**config.mk**
```make
export PLATFORM = sky130hd
export DESIGN_NAME = interval_timer_ctrl
export DESIGN_NICKNAME = d
export VERILOG_FILES = /design/src/rtl/timer_ctrl_pkg.sv /design/src/rtl/tick_counter.sv /design/src/rtl/interval_timer_ctrl.sv
export SDC_FILE = /design/constraint.sdc
export NUM_CORES = 1
export LEC_CHECK = 0
export BUFFER_PORTS_ARGS = -buffer_cell sky130_fd_sc_hd__buf_2
export CAP_MARGIN = 20
export CORE_ASPECT_RATIO = 1.5
export CORE_MARGIN = 5
export CORE_UTILIZATION = 53
export CTS_CLUSTER_DIAMETER = 40
export CTS_CLUSTER_SIZE = 28
export DETAILED_ROUTE_END_ITERATION = 16
export GPL_TIMING_DRIVEN = 0
export PLACE_DENSITY = 0.83
export SYNTH_ARGS = -nofsm -noshare
export SYNTH_HDL_FRONTEND = slang
export SYNTH_HIERARCHICAL = 1
export SYNTH_SLANG_ARGS = --single-unit
```
**constraint.sdc**
```tcl
create_clock -name clk -period 2.4 [get_ports clk]
set_input_delay 0.48 -clock clk [delete_from_list [all_inputs] [get_ports clk]]
set_output_delay 0.48 -clock clk [all_outputs]
set_load 0.01 [all_outputs]
```
**src/rtl/timer_ctrl_pkg.sv**
```systemverilog
// Shared definitions for the interval timer controller and its counter datapath.
package timer_ctrl_pkg;

   localparam int unsigned WIDTH_DEF      = 8;
   localparam int unsigned PRESCALE_W_DEF = 4;

   typedef enum logic [1:0] {
      IDLE   = 2'd0,
      RUN    = 2'd1,
      PAUSED = 2'd2
   } state_t;

endpackage : timer_ctrl_pkg

```
**src/rtl/tick_counter.sv**
```systemverilog
// Enable-gated up-counter that wraps to zero on the tick that meets its terminal value.
module tick_counter #(
   parameter int unsigned WIDTH = 8
) (
   input  logic             clk,
   input  logic             rst,
   input  logic             en,
   input  logic             clr,
   input  logic [WIDTH-1:0] period,
   output logic [WIDTH-1:0] count,
   output logic             term_c
);

   assign term_c = (count == period);

   // clr outranks en so an abort never lets a terminal tick through.
   always_ff @(posedge clk) begin
      if (rst) begin
         count <= '0;
      end else if (clr) begin
         count <= '0;
      end else if (en) begin
         count <= term_c ? '0 : count + WIDTH'(1);
      end
   end

endmodule : tick_counter

```
**src/rtl/interval_timer_ctrl.sv**
```systemverilog
// Programmable interval timer: command FSM, prescaler, config latch and interrupt flags
// around a tick_counter datapath.
module interval_timer_ctrl
   import timer_ctrl_pkg::*;
#(
   parameter int unsigned WIDTH      = WIDTH_DEF,
   parameter int unsigned PRESCALE_W = PRESCALE_W_DEF
) (
   input  logic                  clk,
   input  logic                  rst,
   input  logic                  start,
   input  logic                  stop,
   input  logic                  pause,
   input  logic [WIDTH-1:0]      cfg_period,
   input  logic [PRESCALE_W-1:0] cfg_prescale,
   input  logic                  cfg_reload,
   input  logic                  irq_clr,
   output logic [WIDTH-1:0]      count,
   output logic                  busy,
   output logic                  paused,
   output logic                  done,
   output logic                  irq,
   output logic                  overrun,
   output logic                  start_err
);

   state_t                state;
   state_t                state_nxt;

   logic [WIDTH-1:0]      period_q;
   logic [PRESCALE_W-1:0] prescale_q;
   logic                  reload_q;
   logic [PRESCALE_W-1:0] psc;

   logic                  accept;
   logic                  advance;
   logic                  tick;
   logic                  terminal;
   logic                  cnt_clr;
   logic                  term_c;

   // State register.
   always_ff @(posedge clk) begin
      if (rst) begin
         state <= IDLE;
      end else begin
         state <= state_nxt;
      end
   end

   // Next-state logic; stop outranks pause and the terminal tick.
   always_comb begin
      state_nxt = state;
      case (state)
         IDLE: begin
            if (start && !stop) state_nxt = RUN;
         end
         RUN: begin
            if (stop)                       state_nxt = IDLE;
            else if (pause)                 state_nxt = PAUSED;
            else if (terminal && !reload_q) state_nxt = IDLE;
         end
         PAUSED: begin
            if (stop)        state_nxt = IDLE;
            else if (!pause) state_nxt = RUN;
         end
         default: state_nxt = IDLE;
      endcase
   end

   // Datapath controls decoded from the current state and commands.
   always_comb begin
      accept   = 1'b0;
      advance  = 1'b0;
      tick     = 1'b0;
      cnt_clr  = 1'b0;
      terminal = 1'b0;
      case (state)
         IDLE: begin
            accept  = start && !stop;
            cnt_clr = accept;
         end
         RUN: begin
            cnt_clr = stop;
            advance = !stop && !pause;
            tick    = advance && (psc == prescale_q);
         end
         PAUSED: begin
            cnt_clr = stop;
         end
         default: ;
      endcase
      terminal = tick && term_c;
   end

   // Configuration is captured only when a start is accepted.
   always_ff @(posedge clk) begin
      if (rst) begin
         period_q   <= '0;
         prescale_q <= '0;
         reload_q   <= 1'b0;
      end else if (accept) begin
         period_q   <= cfg_period;
         prescale_q <= cfg_prescale;
         reload_q   <= cfg_reload;
      end
   end

   // Prescaler: one count tick every prescale_q+1 running cycles.
   always_ff @(posedge clk) begin
      if (rst) begin
         psc <= '0;
      end else if (cnt_clr) begin
         psc <= '0;
      end else if (advance) begin
         psc <= tick ? '0 : psc + PRESCALE_W'(1);
      end
   end

   tick_counter #(
      .WIDTH (WIDTH)
   ) u_tick_counter (
      .clk    (clk),
      .rst    (rst),
      .en     (tick),
      .clr    (cnt_clr),
      .period (period_q),
      .count  (count),
      .term_c (term_c)
   );

   // Status outputs registered from the next state so they align with count.
   always_ff @(posedge clk) begin
      if (rst) begin
         busy      <= 1'b0;
         paused    <= 1'b0;
         done      <= 1'b0;
         start_err <= 1'b0;
      end else begin
         busy      <= (state_nxt != IDLE);
         paused    <= (state_nxt == PAUSED);
         done      <= terminal;
         start_err <= start && (state != IDLE);
      end
   end

   // Sticky flags; a clear coinciding with a new terminal event leaves irq set.
   always_ff @(posedge clk) begin
      if (rst) begin
         irq     <= 1'b0;
         overrun <= 1'b0;
      end else if (irq_clr) begin
         irq     <= terminal;
         overrun <= 1'b0;
      end else if (terminal) begin
         irq     <= 1'b1;
         overrun <= overrun | irq;
      end
   end

endmodule : interval_timer_ctrl

```
# Yosys cells after proc, flatten, opt, wreduce, memory -nomap -nowiden

Cells that the tools add are included.

Register bits after elaboration: 33
Bits of input ports: 19
Word-level logic and storage cells: 51

Bitwise logic cells: 1
Mux-type cells: 15
Equal/unequal tests: 5
Add/sub/neg operators: 2
Reductions and logical operators: 16

Operator list:

| operator            | count |
|---|---|
| $mux 2              | 6 |
| $add 8x1->8 const B | 1 |
| $eq 8x8->1          | 1 |
| $mux 8              | 1 |
| $logic_and 1x1->1   | 6 |
| $pmux 2 s3          | 1 |
| $reduce_bool 2->1   | 3 |
| $reduce_or 2->1     | 3 |
| $mux 1              | 5 |
| $add 4x1->4 const B | 1 |
| $eq 2x2->1 const B  | 2 |
| $eq 4x4->1          | 1 |
| $mux 4              | 1 |
| $logic_not 1->1     | 3 |
| $eq 2x1->1 const B  | 1 |
| $logic_not 2->1     | 1 |
| $pmux 1 s2          | 1 |
| $or 1x1->1          | 1 |

# Longest topological paths before layout

Depth after elaboration: 11
Gate-level depth with buffers: 10
Depth with buffers taken out: 9

# Modules after synthesis

The synthesis kept the hierarchy.

By module, submodules not included:

| module              | cells an instance | sequential area each (µm²) | area each (µm²) | instances |
|---|---|---|---|---|
| interval_timer_ctrl | 135               | 500.5                      | 1,131.1         | 1 |
| tick_counter        | 49                | 160.2                      | 447.9           | 1 |

# Least setup slack after synthesis

No wires, ideal clock.

Path kind: reg-to-reg
From: register state[1]
To: register u_tick_counter.count[7]
Clock period less this slack: 1.921 ns
Stages on the path, launching flop included: 11
Slack: 0.479 ns
Required time: 2.272 ns
Data arrival time: 1.793 ns
Buffers on the path: 1
Path through: dfxtp_1 > inv_1 > ha_1 > nand2b_4 > or2_4 > nor2_2 > clkbuf_8 > nand4_1 > nor3_1 > xnor2_1 > nor2_1

Elaborated cells between the ends (all ways): 7
Classes of those cells: 2 x eq/ne; 2 x mux; 3 x reduce/logical

RTL lines:

| element                  | RTL line                  | RTL |
|---|---|---|
| start: declaration       | interval_timer_ctrl.sv:27 | `state_t state;` |
| start signal: assignment | interval_timer_ctrl.sv:47 | `state <= state_nxt;` |
| $eq 2x1->1               | interval_timer_ctrl.sv:78 | `case (state)` |
| $mux 1                   | interval_timer_ctrl.sv:78 |  |
| named net tick           | interval_timer_ctrl.sv:37 | `logic tick;` |
| end signal: assignment   | tick_counter.sv:23        | `count <= term_c ? '0 : count + WIDTH'(1);` |
| end: declaration         | tick_counter.sv:10        | `output logic [WIDTH-1:0] count,` |

The timed path passes the listed nets, and every way through them passes these cells.
A chain may end at the register's enable or synchronous reset.

# Worst setup path after layout

Ends and elaborated chain as after synthesis.

==> run_results.csv <==
group,metric,value,unit
place,io_buffer_count,32,
power,power.density,623,nW/um2
routing,antenna_left,0,
clock_tree,cts_made_buffers,5,
cells_and_area,post-route-util,0.655,
global_routing,grt_usage,0.179,
routing,wl_met2,1.85,mm
yosys,ys_warn_count,6,
setup_path,crit_path_end_kind,"flip-flop",
timing,clock_skew,0.00572,ns
floorplan,core,2880,um2
timing,finalSetupViolCount,0,
routing,drc,0,
job,cap_violations,0,
setup_path,critPathLaunchType,"flip-flop",
timing,hold-worst-slack,0.367,ns
timing,drv_slew,0,
floorplan,ioPinCount,33,
yosys,syn_area,1580,um2
cells_and_area,most-common-layout-cells,"nand2_1 (36), buf_2 (35), dfxtp_1 (33), a21oi_1 (20), nor2_1 (19)",
timing,final_hold_viol_count,0,
clock_tree,htreeDepth,2,
cells_and_area,final_common_cell,"nand2_1",
routing,drt-met1-wl,1.16,mm
global_routing,grt_max_degree,11,
setup_path,critPathKind,"reg -> reg",
routing,firstDrtPassIters,4,
place,place_congestion,0.833,
yosys,netlist_instances,184,
routing,wirelength,3.30,mm
power,clock_power_share,0.387,
timing,fmax,457,MHz
cells_and_area,syn2layout_area_growth,19.7,%
setup_path,crit_arrival,2.35,ns
outcome,outcome,"finished clean",
clock_tree,cts_root_buffer,"clkbuf_8",
clock_tree,cts.clk_slew.worst_paths,0.07,ns
clock_tree,cts.path.max_buffers,2,
timing,fin_crit,2.19,ns
yosys,ys_ff_latch,33,
cells_and_area,final_cell_area,1890,um2
cells_and_area,drive_above_1_share,0.246,
routing,dr.max_layer_used,"met4",
clock_tree,clk-insertion-delay-late,0.28,ns
power,max-vdd-ir-drop,365,uV
power,cell_internal_pwr,0.885,mW
global_routing,antenna_found_initial,0,
clock_tree,cts_hold_buf,0,
timing,max-slew-margin-rel,0.669,
setup_path,critPathSlowestCell,"dfxtp_1",
routing,via_per_inst,5.24,
floorplan,die_w,54.6,um
clock_tree,cts_resized,0,
setup_path,crit_chain,"inv_1, ha_1, nand2b_4, or2_4, nor2_2, clkbuf_8, nand4_1, nor3_1, xnor2_1, nor2_1",
cells_and_area,nNetsFinal,248,
cells_and_area,fill_cells,264,
timing,rsz0062_at_grt,"false",
floorplan,fp-row-count,24,
routing,drt_iter0_drc,17,
power,sw_frac_of_total,0.248,
power,power.total,1.18,mW
routing,vias,1378,
setup_path,critPathMaxFanout,7,
place,place_area,1790,um2
floorplan,dieArea,4190,um2
power,power_switching,0.293,mW
global_routing,grt_pass1_vias,1374,
timing,fin_crit_sh,0.913,
yosys,synth_fp_nets,209,
global_routing,grt-ovfl-total,0,
setup_path,crit_path_max_incr_delay,0.34,ns
routing,routed-wl-met3,188,um
yosys,synth_seq_area_share,0.418,
timing,timing.setup.tns,0,ns
power,comb_power_share,0.124,
clock_tree,clock-sinks,33,
clock_tree,post_cts_buffers,0,
timing,max_slew.worst_pin.slew,0.497,ns
floorplan,dieHeight,76.9,um
power,seqPwrFrac,0.489,
yosys,synth_cell_types,36,
floorplan,initial_utilization,0.548,
power,p_leak,0.767,nW
cells_and_area,antenna_cells,0,
worst_hold_path,hold_path_class,"in -> reg",
place,dp_hpwl,2.62,mm
setup_path,required,2.56,ns
clock_tree,cts_tree,"yes",
global_routing,grt_pass1_wl,5.53,mm
routing,wl_per_cell,12.6,um
yosys,avgSynthCellArea,8.58,um2
## state kept, by name, summed over array words and instances (netlist names), 2 cells and up
name / flops
period_q: 8
prescale_q: 4
psc: 4
state: 2
u_tick_counter/count: 8
## logic make-up after synthesis
| logic type | after synthesis | share of synthesized area |
|---|---|---|
| XOR/XNOR | 19 | 0.105 |
| AO/OA/AOI/OAI | 30 | 0.121 |
| multiplexers | 2 | 0.0127 |
| AND/OR/NAND/NOR | 84 | 0.262 |
| flip-flops | 33 | 0.418 |
| buffers and inverters | 10 | 0.0325 |
| adder cells (fa/ha/maj) | 6 | 0.0475 |
## power by group through the flow
stage                     clock [mW]  combinational (mW)  sequential, mW
after floorplan                    0               0.101           0.588
after global routing           0.496               0.163           0.578
after CTS                      0.465               0.148           0.576
final                          0.456               0.146           0.576
after detailed placement           0               0.147           0.589
after global placement             0               0.143           0.588
## layout make-up
class | count | area [um2] | share of cell area
multi-input cells | 141 | 867 | 0.459
clock buffers | 7 | 96.3 | 0.0510
plain buffers | 6 | 36.3 | 0.0192
well taps | 39 | 48.8 | 0.0258
clock inverters | 1 | 5.00 | 0.00265
repair buffers | 32 | 160 | 0.0848
flip-flops and latches | 33 | 661 | 0.350
inverters | 4 | 15.0 | 0.00795
## cell usage after synthesis
cell | n | area share
nand2_1 | 36 | 0.086
nor3_2 | 1 | 0.0063
nor2_1 | 19 | 0.045
a22oi_1 | 1 | 0.0048
inv_1 | 4 | 0.0095
o41ai_2 | 1 | 0.010
or2_1 | 1 | 0.0040
buf_2 | 3 | 0.0095
nand2b_4 | 1 | 0.0087
nor2_2 | 1 | 0.0040
o31ai_4 | 1 | 0.013
a21oi_2 | 1 | 0.0055
nand3_1 | 3 | 0.0095
xnor2_1 | 15 | 0.083
o21ai_2 | 1 | 0.0055
nor3b_1 | 1 | 0.0048
nor3b_2 | 1 | 0.0079
a31oi_1 | 2 | 0.0079
nor2b_1 | 2 | 0.0079
o21ai_1 | 2 | 0.0063
dfxtp_1 | 33 | 0.42
nand4_1 | 5 | 0.020
nor3_1 | 1 | 0.0032
and3_1 | 1 | 0.0040
and2_1 | 3 | 0.012
o22ai_1 | 1 | 0.0040
xor2_1 | 4 | 0.022
clkbuf_8 | 1 | 0.0087
mux2i_1 | 2 | 0.013
nand4_2 | 1 | 0.0079
nand3b_1 | 1 | 0.0048
or2_4 | 2 | 0.011
a21oi_1 | 20 | 0.063
clkbuf_1 | 2 | 0.0048
ha_1 | 6 | 0.048
nand2b_1 | 4 | 0.016
## stage by stage
stage          setup WS [ns]  std cells
6_report               0.209        263
5_1_grt               0.0885        263
4_1_cts                0.177        263
3_5_place_dp           0.157        255
3_3_place_gp           0.176        255
2_1_floorplan          0.479        184
## critical path: cells and delay by family (launching register included)
kind          cells  cell delay, ns
simple gates      6            1.04
flops             1            0.34
buf+inv           2            0.32
fa+ha+maj         1            0.22
xor+xnor          1            0.16
## final timing paths
check	end	depth (start not counted)	slack (ns)	from
worst max-delay path	u_tick_counter/count[7]$_SDFFE_PP0P_	10	0.21	state[1]$_SDFF_PP0_
worst min-delay path	overrun$_SDFFE_PP0P_	2	0.37	irq_clr
worst max register to register	u_tick_counter/count[7]$_SDFFE_PP0P_	10	0.21	state[1]$_SDFF_PP0_
worst min register to register	period_q[0]$_SDFFE_PP0P_	2	0.47	period_q[0]$_SDFFE_PP0P_
## layer usage
layer,GRT usage,vias up
met2,0.319,41
met4,0.0973,0
met1,0.166,638
li1,-,686
met5,0,-
met3,0.0581,13
(Power assumes the default switching activity.)
